<file path="config.mk">
export PLATFORM = sky130hd
export DESIGN_NAME = iir_inverse_fir_flat
export DESIGN_NICKNAME = d
export VERILOG_FILES = /design/src/rtl/iir_inverse_fir_if.sv /design/src/rtl/iir_inverse_fir.sv /design/src/flat_wrapper.sv
export SDC_FILE = /design/constraint.sdc
export NUM_CORES = 1
export LEC_CHECK = 0
export CORE_MARGIN = 3
export CORE_UTILIZATION = 40
export DETAILED_ROUTE_END_ITERATION = 12
export PLACE_DENSITY = 0.6
export RECOVER_POWER = 100
export SLEW_MARGIN = 20
export SYNTH_ARGS = -nofsm -noshare
export SYNTH_HDL_FRONTEND = slang
export SYNTH_SLANG_ARGS = --single-unit
</file>
<file path="constraint.sdc">
create_clock -name clk -period 6 [get_ports clk]
set_input_delay 1.2 -clock clk [delete_from_list [all_inputs] [get_ports clk]]
set_output_delay 1.2 -clock clk [all_outputs]
set_load 0.01 [all_outputs]
</file>
<file path="src/rtl/iir_inverse_fir_if.sv">
// Stream bundle for the inverse first-order IIR stage: filtered samples and
// coefficient in, recovered samples out, valid/ready on both sides.
interface iir_inverse_fir_if #(
  parameter int W = 4
);
  logic [W-1:0] a;
  logic [W-1:0] y_in;
  logic         in_valid;
  logic         in_ready;
  logic [W-1:0] x_out;
  logic         out_valid;
  logic         out_ready;

  modport master (
    output a, y_in, in_valid, out_ready,
    input  in_ready, x_out, out_valid
  );

  modport slave (
    input  a, y_in, in_valid, out_ready,
    output in_ready, x_out, out_valid
  );
endinterface

</file>
<file path="src/rtl/iir_inverse_fir.sv">
// Recovers x[n] = y[n] - a*y[n-1] (mod 2^W) from a first-order recursive
// filter output, using a W-cycle sequential signed shift-add multiplier.
module iir_inverse_fir #(
  parameter int W = 4
) (
  input  logic              clk,
  input  logic              rst,
  input  logic              clr,
  iir_inverse_fir_if.slave  bus
);
  localparam int CNT_W = (W > 1) ? $clog2(W) : 1;
  localparam logic [CNT_W-1:0] LAST = CNT_W'(W - 1);

  typedef enum logic [1:0] {IDLE, MUL, OUT} state_e;

  state_e                state_q;
  logic signed [W-1:0]   y_prev_q;
  logic signed [W-1:0]   y_cur_q;
  logic signed [W-1:0]   a_lat_q;
  logic signed [W-1:0]   x_out_q;
  logic signed [2*W-1:0] acc_q;
  logic signed [2*W-1:0] acc_d;
  logic signed [2*W-1:0] a_ext;
  logic signed [2*W-1:0] pp;
  logic [CNT_W-1:0]      cnt_q;
  logic                  out_valid_q;

  // Difference kept to the low W bits, matching the forward filter's wrap.
  function automatic logic signed [W-1:0] wrap_sub(
    input logic signed [W-1:0] lhs,
    input logic signed [W-1:0] rhs
  );
    logic signed [W:0] full;
    full = {lhs[W-1], lhs} - {rhs[W-1], rhs};
    return full[W-1:0];
  endfunction

  assign a_ext = {{W{a_lat_q[W-1]}}, a_lat_q};
  assign pp    = a_ext <<< cnt_q;

  // Baugh-Wooley: the multiplier sign bit carries weight -2^(W-1).
  always_comb begin
    acc_d = acc_q;
    if (y_prev_q[cnt_q]) begin
      if (cnt_q == LAST) acc_d = acc_q - pp;
      else               acc_d = acc_q + pp;
    end
  end

  always_ff @(posedge clk or posedge rst) begin
    if (rst) begin
      state_q     <= IDLE;
      y_prev_q    <= '0;
      y_cur_q     <= '0;
      a_lat_q     <= '0;
      acc_q       <= '0;
      cnt_q       <= '0;
      x_out_q     <= '0;
      out_valid_q <= 1'b0;
    end else if (clr) begin
      state_q     <= IDLE;
      y_prev_q    <= '0;
      out_valid_q <= 1'b0;
    end else begin
      case (state_q)
        IDLE: begin
          if (bus.in_valid) begin
            y_cur_q <= bus.y_in;
            a_lat_q <= bus.a;
            acc_q   <= '0;
            cnt_q   <= '0;
            state_q <= MUL;
          end
        end
        MUL: begin
          acc_q <= acc_d;
          if (cnt_q == LAST) begin
            cnt_q       <= '0;
            state_q     <= OUT;
            out_valid_q <= 1'b1;
            x_out_q     <= wrap_sub(y_cur_q, acc_d[W-1:0]);
          end else begin
            cnt_q <= cnt_q + 1'b1;
          end
        end
        OUT: begin
          // History advances only once the recovered sample is taken.
          if (bus.out_ready) begin
            y_prev_q    <= y_cur_q;
            out_valid_q <= 1'b0;
            state_q     <= IDLE;
          end
        end
        default: state_q <= IDLE;
      endcase
    end
  end

  assign bus.in_ready  = (state_q == IDLE);
  assign bus.out_valid = out_valid_q;
  assign bus.x_out     = x_out_q;
endmodule

</file>
<file path="src/flat_wrapper.sv">
// flat-port wrapper written by rule: the top's interface ports become plain ports
module iir_inverse_fir_flat 
#(
  parameter int W = 4
)
  (clk, rst, clr, bus_a, bus_y_in, bus_in_valid, bus_out_ready, bus_in_ready, bus_x_out, bus_out_valid);
  iir_inverse_fir_if #(.W(W)) bus_i ();
  input  logic clk;
  input  logic rst;
  input  logic clr;
  input wire logic [$bits(bus_i.a)-1:0] bus_a;
  input wire logic [$bits(bus_i.y_in)-1:0] bus_y_in;
  input wire logic [$bits(bus_i.in_valid)-1:0] bus_in_valid;
  input wire logic [$bits(bus_i.out_ready)-1:0] bus_out_ready;
  output wire logic [$bits(bus_i.in_ready)-1:0] bus_in_ready;
  output wire logic [$bits(bus_i.x_out)-1:0] bus_x_out;
  output wire logic [$bits(bus_i.out_valid)-1:0] bus_out_valid;
  assign bus_i.a = bus_a;
  assign bus_i.y_in = bus_y_in;
  assign bus_i.in_valid = bus_in_valid;
  assign bus_i.out_ready = bus_out_ready;
  assign bus_in_ready = bus_i.in_ready;
  assign bus_x_out = bus_i.x_out;
  assign bus_out_valid = bus_i.out_valid;
  iir_inverse_fir #(.W(W)) u_core (.clk(clk), .rst(rst), .clr(clr), .bus(bus_i));
endmodule
</file>
Word level (Yosys, flattened, before mapping)
Index checks and enable logic that the tools add are counted.
Storage, ports and cells
  register bits: 29
  output and inout port bits: 6
  logic and storage cells: 57
Operators by class
  muxes and demuxes: 21
  add/subtract/negate cells: 4
  reductions and logical operators: 12
  magnitude comparators: 1
  eq/ne operators: 8
  shifts and indexed selects: 1
  bitwise logic cells: 1
Operators with widths (number)
  $mux 8: 3
  $pmux 8 s2: 1
  $reduce_and 3->1: 5
  $mux 2: 6
  $mux 4: 3
  $add 8x8->8: 1
  $sshl 4x2->8: 1
  $sub 8x8->8: 1
  $ne 3x3->1 const B: 2
  $pmux 2 s3: 1
  $reduce_bool 2->1: 3
  $eq 2x2->1 const B: 2
  $mux 1: 4
  $pmux 2 s2: 1
  $reduce_and 4->1: 1
  $sub 4x4->4: 1
  $lt 2x3->1 const B: 1
  $ne 3x2->1 const B: 1
  $reduce_bool 3->1: 1
  $add 2x1->2 const B: 1
  $bmux 1 s2: 1
  $eq 2x1->1 const B: 1
  $logic_not 2->1: 1
  $ne 2x1->1 const B: 1
  other kinds (4): 4

Longest topological paths before layout
Gate-level depths: netlist of run 1.
  word-level depth: 5
  gate-level depth with buffers: 15
  gate-level depth less buffers: 14

Least setup slack after synthesis of run 1
Ideal clock, no wire load.
  path kind: reg2reg
  from: reg u_core.cnt_q[0]
  to: reg u_core.x_out_q[3] (netlist: u_core.bus.x_out[3])
  path slack: 2819 ps
  library setup time: 68 ps
  arrival time: 3113 ps
  data required time: 5932 ps
  clock period less this slack: 3181 ps
  cell stages (with the launch flop): 15
  path through: dfrtp_1 -> buf_4 -> mux2i_1 -> nor2_1 -> inv_1 -> ha_1 -> mux2_2 -> fa_1 -> mux2_2 -> ha_1 -> a21o_1 -> a21oi_1 -> xnor2_1 -> a211o_1 -> nand3_1
On the way
  longest elaborated chain between the ends: 5
  elaborated cells on any way between the ends: 10
  classes of those cells: add/sub: 3; eq/ne: 1; shift: 1; mux: 4; reduce/logical: 1
Ends and longest elaborated chain
  start, declared: RTL line iir_inverse_fir.sv:25  | logic [CNT_W-1:0] cnt_q;
  start signal, assigned: RTL line iir_inverse_fir.sv:83  | cnt_q <= cnt_q + 1'b1;
  $sshl 4x2->8: RTL line iir_inverse_fir.sv:39  | assign pp = a_ext <<< cnt_q;
  $add 8x8->8 or $sub 8x8->8 (tied branches): RTL line iir_inverse_fir.sv:46, iir_inverse_fir.sv:45
  $mux 8: RTL line iir_inverse_fir.sv:45  | if (cnt_q == LAST) acc_d = acc_q - pp;
  $mux 8: RTL line iir_inverse_fir.sv:44  | if (y_prev_q[cnt_q]) begin
  $sub 4x4->4: RTL line iir_inverse_fir.sv:34  | full = {lhs[W-1], lhs} - {rhs[W-1], rhs};
  end signal, assigned: RTL line iir_inverse_fir.sv:81  | x_out_q <= wrap_sub(y_cur_q, acc_d[W-1:0]);
  end, declared: RTL line iir_inverse_fir.sv:20  | logic signed [W-1:0] x_out_q;
Several ways; a longest one is shown, not always the timed one. The select of a mux whose other input is x is not followed.
A chain may end at the register's enable or synchronous reset.

Worst setup path after layout of run 1
Same ends and word-level chain as after synthesis.

==> reports/summary.txt, run 1 <==
Worst R2R Setup Slack -> 2.42 ns
Worst Hold Class -> reg2reg
First-pass GRT wire length -> 4900 um
Area of the core -> 3420 um^2
Clock Root Buffer -> clkbuf_4
Layout Skew -> 0.00803 ns
# DRC -> 0
Max Freq -> 279 MHz
Pre-antenna DRT Iters -> 4
CTS tree -> yes
Leakage -> 0.767 nW
# IOs -> 19
Status -> finished clean
Crit path DAT -> 3.85 ns
Critical Path Max Stage Delay -> 0.60 ns
Crit Path Category -> reg2reg
Clk pin slew, worst setup/hold paths -> 0.15 ns
Worst R2R End -> u_core.bus.x_out[3]$_DFFE_PP0P_
Synth Register Bits -> 25
Worst skew pair latency -> 0.32 ns
Final setup viols -> 0
Crit Path Max Fanout -> 11
Final WL -> 2830 um
Library cells used by synthesis -> 34
RSZ-0062 raised after global routing -> false
Global placement routability congestion -> 0.747
Maxcap violations -> 0
Vias in the first global route -> 1132
Filler Cells Inserted -> 334
Hold path startpoint -> u_core.bus.x_out[2]$_DFFE_PP0P_
Final Net Count -> 180
Antenna violations before repair -> 0
Peak supply drop -> 0.132 mV
Worst slew pin tran -> 1.22 ns
Final Hold Viols -> 0
Crit path launch -> u_core.cnt_q[0]$_DFFE_PP0P_
Worst r2r path cells -> 13
Fin crit period -> 3.58 ns
Post-DP HPWL -> 2170 um
Net Count, Synth -> 162
Critical Path End Type -> register
CP Data Required Time -> 6.27 ns
Cts bufs inserted -> 3
Yosys warnings -> 0
Power Density -> 299 nW/um^2
Die Ht -> 66.3 um
Chip Width -> 66.3 um
Worst Hold Depth -> 2
FP Rows -> 21
Crit share post-route -> 0.597
Initial Utilization -> 0.425
Slew Limit Fails -> 0
Total gr overflow -> 0
Fraction of layout cells with a size suffix above 1 -> 0.103
Bufs on Longest Clock Path -> 2
DR iter-0 viols -> 34
Critical-path cell list -> mux2i_1 -> nor2_1 -> inv_1 -> ha_1 -> mux2_1 -> fa_1 -> mux2_1 -> ha_1 -> a21o_1 -> a21oi_1 -> xnor2_1 -> a211o_1 -> nand3_1
Setup TNS -> 0 ns
Largest net degree at the start of global routing -> 26
Register area share after synthesis -> 0.431
Hold buffers post-CTS -> 0
Post-Syn Area -> 1450 um^2
Area delta synth->final -> 16.0%
PortBufs -> 18
Syn_area_per_cell -> 10.5 um^2
Routed length per instance -> 14.0 um
Die Area -> 4390 um^2
Crit-path slowest cell -> dfrtp_1
H-tree depth -> 1
CP delay by family, top -> adder cells
Reg-to-Reg Start -> u_core.cnt_q[0]$_DFFE_PP0P_
Multi-input gate area in the final layout -> 758 um^2
Total track usage -> 0.145
Crit path to -> u_core.bus.x_out[3]$_DFFE_PP0P_
Cell count after synthesis -> 139
Most common cell after layout, fill and taps aside -> dfrtp_1
TritonCTS Sinks -> 25
ANT nets after route -> 0
Worst hold slack -> 0.488 ns
Postcts setup bufs -> 0
Antenna Cells -> 0
Max_slew headroom -> 0.182
DR vias/cell -> 5.17
WP depth -> 13
Leading cell types in the layout, fill and taps excluded -> dfrtp_1 (25), nor2_1 (13), nand2_1 (13)
Reg area -> 626 um^2
Vias -> 1045
CP Launch Type -> register
Post-CTS sizing -> 0
Critical path buffer and inverter count -> 1
through the flow:
step / instance area [um^2] / power [W] / std cells / setup WS (ns) / utilization
6_report: 1690 / 0.000503 / 202 / 2.42 / 0.493
3_3_place_gp: 1660 / 0.000424 / 198 / 2.73 / 0.486
5_1_grt: 1690 / 0.000545 / 202 / 2.21 / 0.493
3_5_place_dp: 1660 / 0.000435 / 198 / 2.54 / 0.486
4_1_cts: 1690 / 0.000515 / 202 / 2.53 / 0.495
2_1_floorplan: 1450 / 0.000376 / 139 / 2.82 / -
sequential cells by signal, indices dropped and copies added (netlist names):
signal                flops
u_core.state_q            2
u_core.a_lat_q            4
u_core.cnt_q              2
u_core.bus.x_out          4
u_core.acc_q              4
u_core.y_cur_q            4
u_core.y_prev_q           4
u_core.bus.out_valid      1
tightest hold or removal path: cells and delay by family, from the launching register on:
| kind | cells | cell delay, ns |
|---|---|---|
| simple gates | 1 | 0.04 |
| flops | 1 | 0.37 |
| compound gates | 1 | 0.05 |
routing by layer:
layer | vias up | global-route usage | wire length (um)
li1 | 512 | - | -
met1 | 505 | 0.185 | 1270
met2 | 24 | 0.247 | 1420
met3 | 4 | 0.0289 | 98
met4 | 0 | 0.0457 | 44
met5 | - | 0 | 0
power by group:
group / internal, W / switching, W / leakage [nW]
logic: 0.000108 / 0.0000954 / 0.426
registers: 0.000192 / 0.0000298 / 0.327
clock network: 0.0000254 / 0.0000527 / 0.0139
cells in the mapped netlist:
master	number	area, um^2
nor2b_1	2	12.5
o31ai_1	1	7.51
dfrtp_1	25	626
clkbuf_1	3	11.3
inv_1	9	33.8
nand2_1	13	48.8
fa_1	2	40.0
buf_6	1	11.3
o21ai_1	1	5.00
a21boi_0	1	7.51
nand3b_1	1	7.51
xor2_1	1	8.76
nand4b_1	1	8.76
mux2_2	10	113
buf_4	1	7.51
a32o_1	2	20.0
mux2i_1	5	50.1
o21ai_0	7	35.0
nor3b_1	1	7.51
a211o_1	1	8.76
nor2b_2	1	8.76
nor2_1	13	48.8
xnor2_1	4	35.0
a21o_1	3	22.5
nand2b_1	2	12.5
xor3_1	1	23.8
a211oi_2	1	12.5
a21oi_1	9	45.0
or2_2	1	6.26
nand3_1	4	20.0
o21bai_1	2	15.0
nor3_2	1	10.0
ha_1	8	100
mux4_2	1	22.5
kinds of logic after synthesis:
| group | after synthesis | synth area share |
|---|---|---|
| flops | 25 | 0.431 |
| buf+inv | 14 | 0.0439 |
| xor+xnor | 6 | 0.0465 |
| fa+ha+maj | 10 | 0.0965 |
| simple gates | 40 | 0.132 |
| mux | 16 | 0.127 |
| compound gates | 28 | 0.123 |
layout make-up:
type | count | share of cell area
Clock buffer | 3 | 0.0134
Clock inverter | 1 | 0.00445
Inverter | 9 | 0.0200
Multi-Input combinational cell | 100 | 0.450
Sequential cell | 25 | 0.371
Tap cell | 46 | 0.0341
Timing Repair Buffer | 18 | 0.107
worst min path at each step:
stage	endpoint	slack [ns]
2_1_floorplan	u_core.a_lat_q[3]$_DFFE_PP0P_	0.47
3_3_place_gp	u_core.bus.x_out[3]$_DFFE_PP0P_	0.47
3_5_place_dp	u_core.bus.x_out[2]$_DFFE_PP0P_	0.47
4_1_cts	u_core.bus.x_out[2]$_DFFE_PP0P_	0.51
5_1_grt	u_core.bus.x_out[3]$_DFFE_PP0P_	0.55
6_report	u_core.bus.x_out[2]$_DFFE_PP0P_	0.49
(Power assumes the default switching activity.)
==> inputs of run 2 (changes only) <==
- PLACE_DENSITY: 0.6 -> 0.62
- clock period: 6 -> 3.15 ns (I/O delays scaled with it)
==> run 2 against run 1 <==
Cell count up 3.5%; die area unchanged; worst hold slack better by 0.012 ns; critical path depth unchanged; sequential power up 84%; maximum frequency up 18%; clock skew up 0.0095 ns; setup slack worse by 2.3 ns; first-iteration DRC count up 15%; non-clock buffer count up 7.
==> reports/summary.txt, run 2 (synthesis results as in run 1) <==
Routed length per instance -> 13.4 um
Crit-path slowest cell -> dfrtp_1
Fraction of layout cells with a size suffix above 1 -> 0.172
TritonCTS Sinks -> 25
Die Area -> 4390 um^2
Chip Width -> 66.3 um
Final Hold Viols -> 0
Crit share post-route -> 0.967
Die Ht -> 66.3 um
ANT nets after route -> 0
Placed cell area -> 1710 um^2
Final Net Count -> 187
# IOs -> 19
Critical-path cell list -> mux2i_1 -> nor2_1 -> inv_1 -> ha_1 -> mux2_4 -> fa_1 -> mux2_4 -> ha_4 -> a21o_1 -> a21oi_2 -> xnor2_2 -> a211o_1 -> nand3_1
Bufs on Longest Clock Path -> 2
Crit path DAT -> 3.34 ns
H-tree depth -> 1
Fin crit period -> 3.05 ns
Filler Cells Inserted -> 316
Final setup viols -> 0
Slew Limit Fails -> 0
Vias -> 1056
FP Rows -> 21
Hold buffers post-CTS -> 0
Most common cell after layout, fill and taps aside -> dfrtp_1
Initial Utilization -> 0.425
Worst slew pin tran -> 0.950 ns
Sw frac -> 0.349
Max_slew headroom -> 0.366
Final WL -> 2800 um
Final instance area -> 1770 um^2
Critical Path End Type -> register
Power share of the sequential group -> 0.403
Layout Cells excl Fill -> 209
PortBufs -> 18
Antenna violations before repair -> 0
Area delta synth->final -> 21.9%
DR vias/cell -> 5.05
CP Launch Type -> register
Net Sw Power -> 0.000354 W
Setup TNS -> 0 ns
Worst Hold Class -> reg2reg
Maxcap violations -> 0
Area of the core -> 3420 um^2
Clk pin slew, worst setup/hold paths -> 0.16 ns
Cts bufs inserted -> 3
Clk pwr share -> 0.153
Logic pwr share -> 0.444
CP Data Required Time -> 3.44 ns
Layout Skew -> 0.0175 ns
Critical Path Max Stage Delay -> 0.44 ns
Post-DP HPWL -> 2130 um
Placed cells -> 203
DR iter-0 viols -> 39
CTS tree -> yes
Total gr overflow -> 0
Leading cell types in the layout, fill and taps excluded -> dfrtp_1 (25), clkdlybuf4s50_1 (15), nor2_1 (13), nand2_1 (13), inv_1 (9)
Crit Path Max Fanout -> 4
Global placement routability congestion -> 0.801
Leakage -> 0.800 nW
Pre-antenna DRT Iters -> 4
Total track usage -> 0.144
Critical path buffer and inverter count -> 1
Vias in the first global route -> 1126
Largest net degree at the start of global routing -> 26
# DRC -> 0
CP delay by family, top -> adder cells
Peak supply drop -> 0.260 mV
Max Freq -> 328 MHz
Most common cell on crit path -> mux2_4
RSZ-0062 raised after global routing -> true
Status -> finished clean
First-pass GRT wire length -> 4840 um
Power Internal -> 0.000660 W
Worst skew pair latency -> 0.33 ns
Crit Path Category -> reg2reg
Power Density -> 572 nW/um^2
Antenna Cells -> 0
Clock Root Buffer -> clkbuf_4
[run 2: per-stage QoR]
stage          hold slack (ns)  worst slack, ns  power (W)   util
2_1_floorplan            0.472          0.00565   0.000721      -
3_3_place_gp             0.466           0.0653   0.000835  0.499
3_5_place_dp             0.470          -0.0522   0.000851  0.499
4_1_cts                  0.504           0.0326    0.00102  0.514
5_1_grt                  0.545          -0.0781    0.00109  0.518
6_report                 0.500            0.104    0.00101  0.518
[run 2: worst register-to-register path, stage by stage (launching register included)]
cell and delay (ns):
dfrtp_1 0.44, mux2i_1 0.13, nor2_1 0.14, inv_1 0.06, ha_1 0.28, mux2_4 0.28, fa_1 0.43, mux2_4 0.29
ha_4 0.21, a21o_1 0.18, a21oi_2 0.16, xnor2_2 0.09, a211o_1 0.24, nand3_1 0.08
[run 2: per-layer routing]
layer / up-vias / GRT usage / routed length (um)
met5: - / 0 / 0
met4: 0 / 0.0558 / 34
met3: 5 / 0.0204 / 55
met2: 13 / 0.239 / 1350
met1: 506 / 0.188 / 1370
li1: 532 / - / -
[run 2: area by class of cell]
cell class,count,area (um^2),area share
sequential,25,626,0.353
clock inverter,1,7.51,0.00424
multi-input combinational,100,795,0.449
clock buffer,3,22.5,0.0127
timing repair buffer,25,229,0.129
inverter,9,33.8,0.0191
tap,46,57.6,0.0325
[run 2: power groups by stage]
stage	Sequential (W)	Clock, W	Combinational, W
final	0.000409	0.000155	0.000450
after global routing	0.000417	0.000169	0.000505
after global placement	0.000412	0	0.000422
after CTS	0.000408	0.000157	0.000453
after floorplan	0.000409	0	0.000312
after detailed placement	0.000414	0	0.000438
[run 2: worst paths after layout]
check                                           startpoint                               end  slack, ns  cells after the start
hold / removal             u_core.bus.x_out[2]$_DFFE_PP0P_   u_core.bus.x_out[2]$_DFFE_PP0P_       0.50                      2
hold reg to reg            u_core.bus.x_out[2]$_DFFE_PP0P_   u_core.bus.x_out[2]$_DFFE_PP0P_       0.50                      2
setup / recovery               u_core.cnt_q[0]$_DFFE_PP0P_   u_core.bus.x_out[3]$_DFFE_PP0P_       0.10                     13
setup reg to reg               u_core.cnt_q[0]$_DFFE_PP0P_   u_core.bus.x_out[3]$_DFFE_PP0P_       0.10                     13
min in group asynchronous                              rst  u_core.bus.out_valid$_DFFE_PP0P_       0.93                      2
max in group asynchronous                              rst       u_core.acc_q[2]$_DFFE_PP0P_       1.63                      2
[run 2: repair_timing]
action,in CTS,in global routing
setup endpoints to repair,1,1
buffers inserted,1,1
pin swaps,5,1
resized for setup,2,1
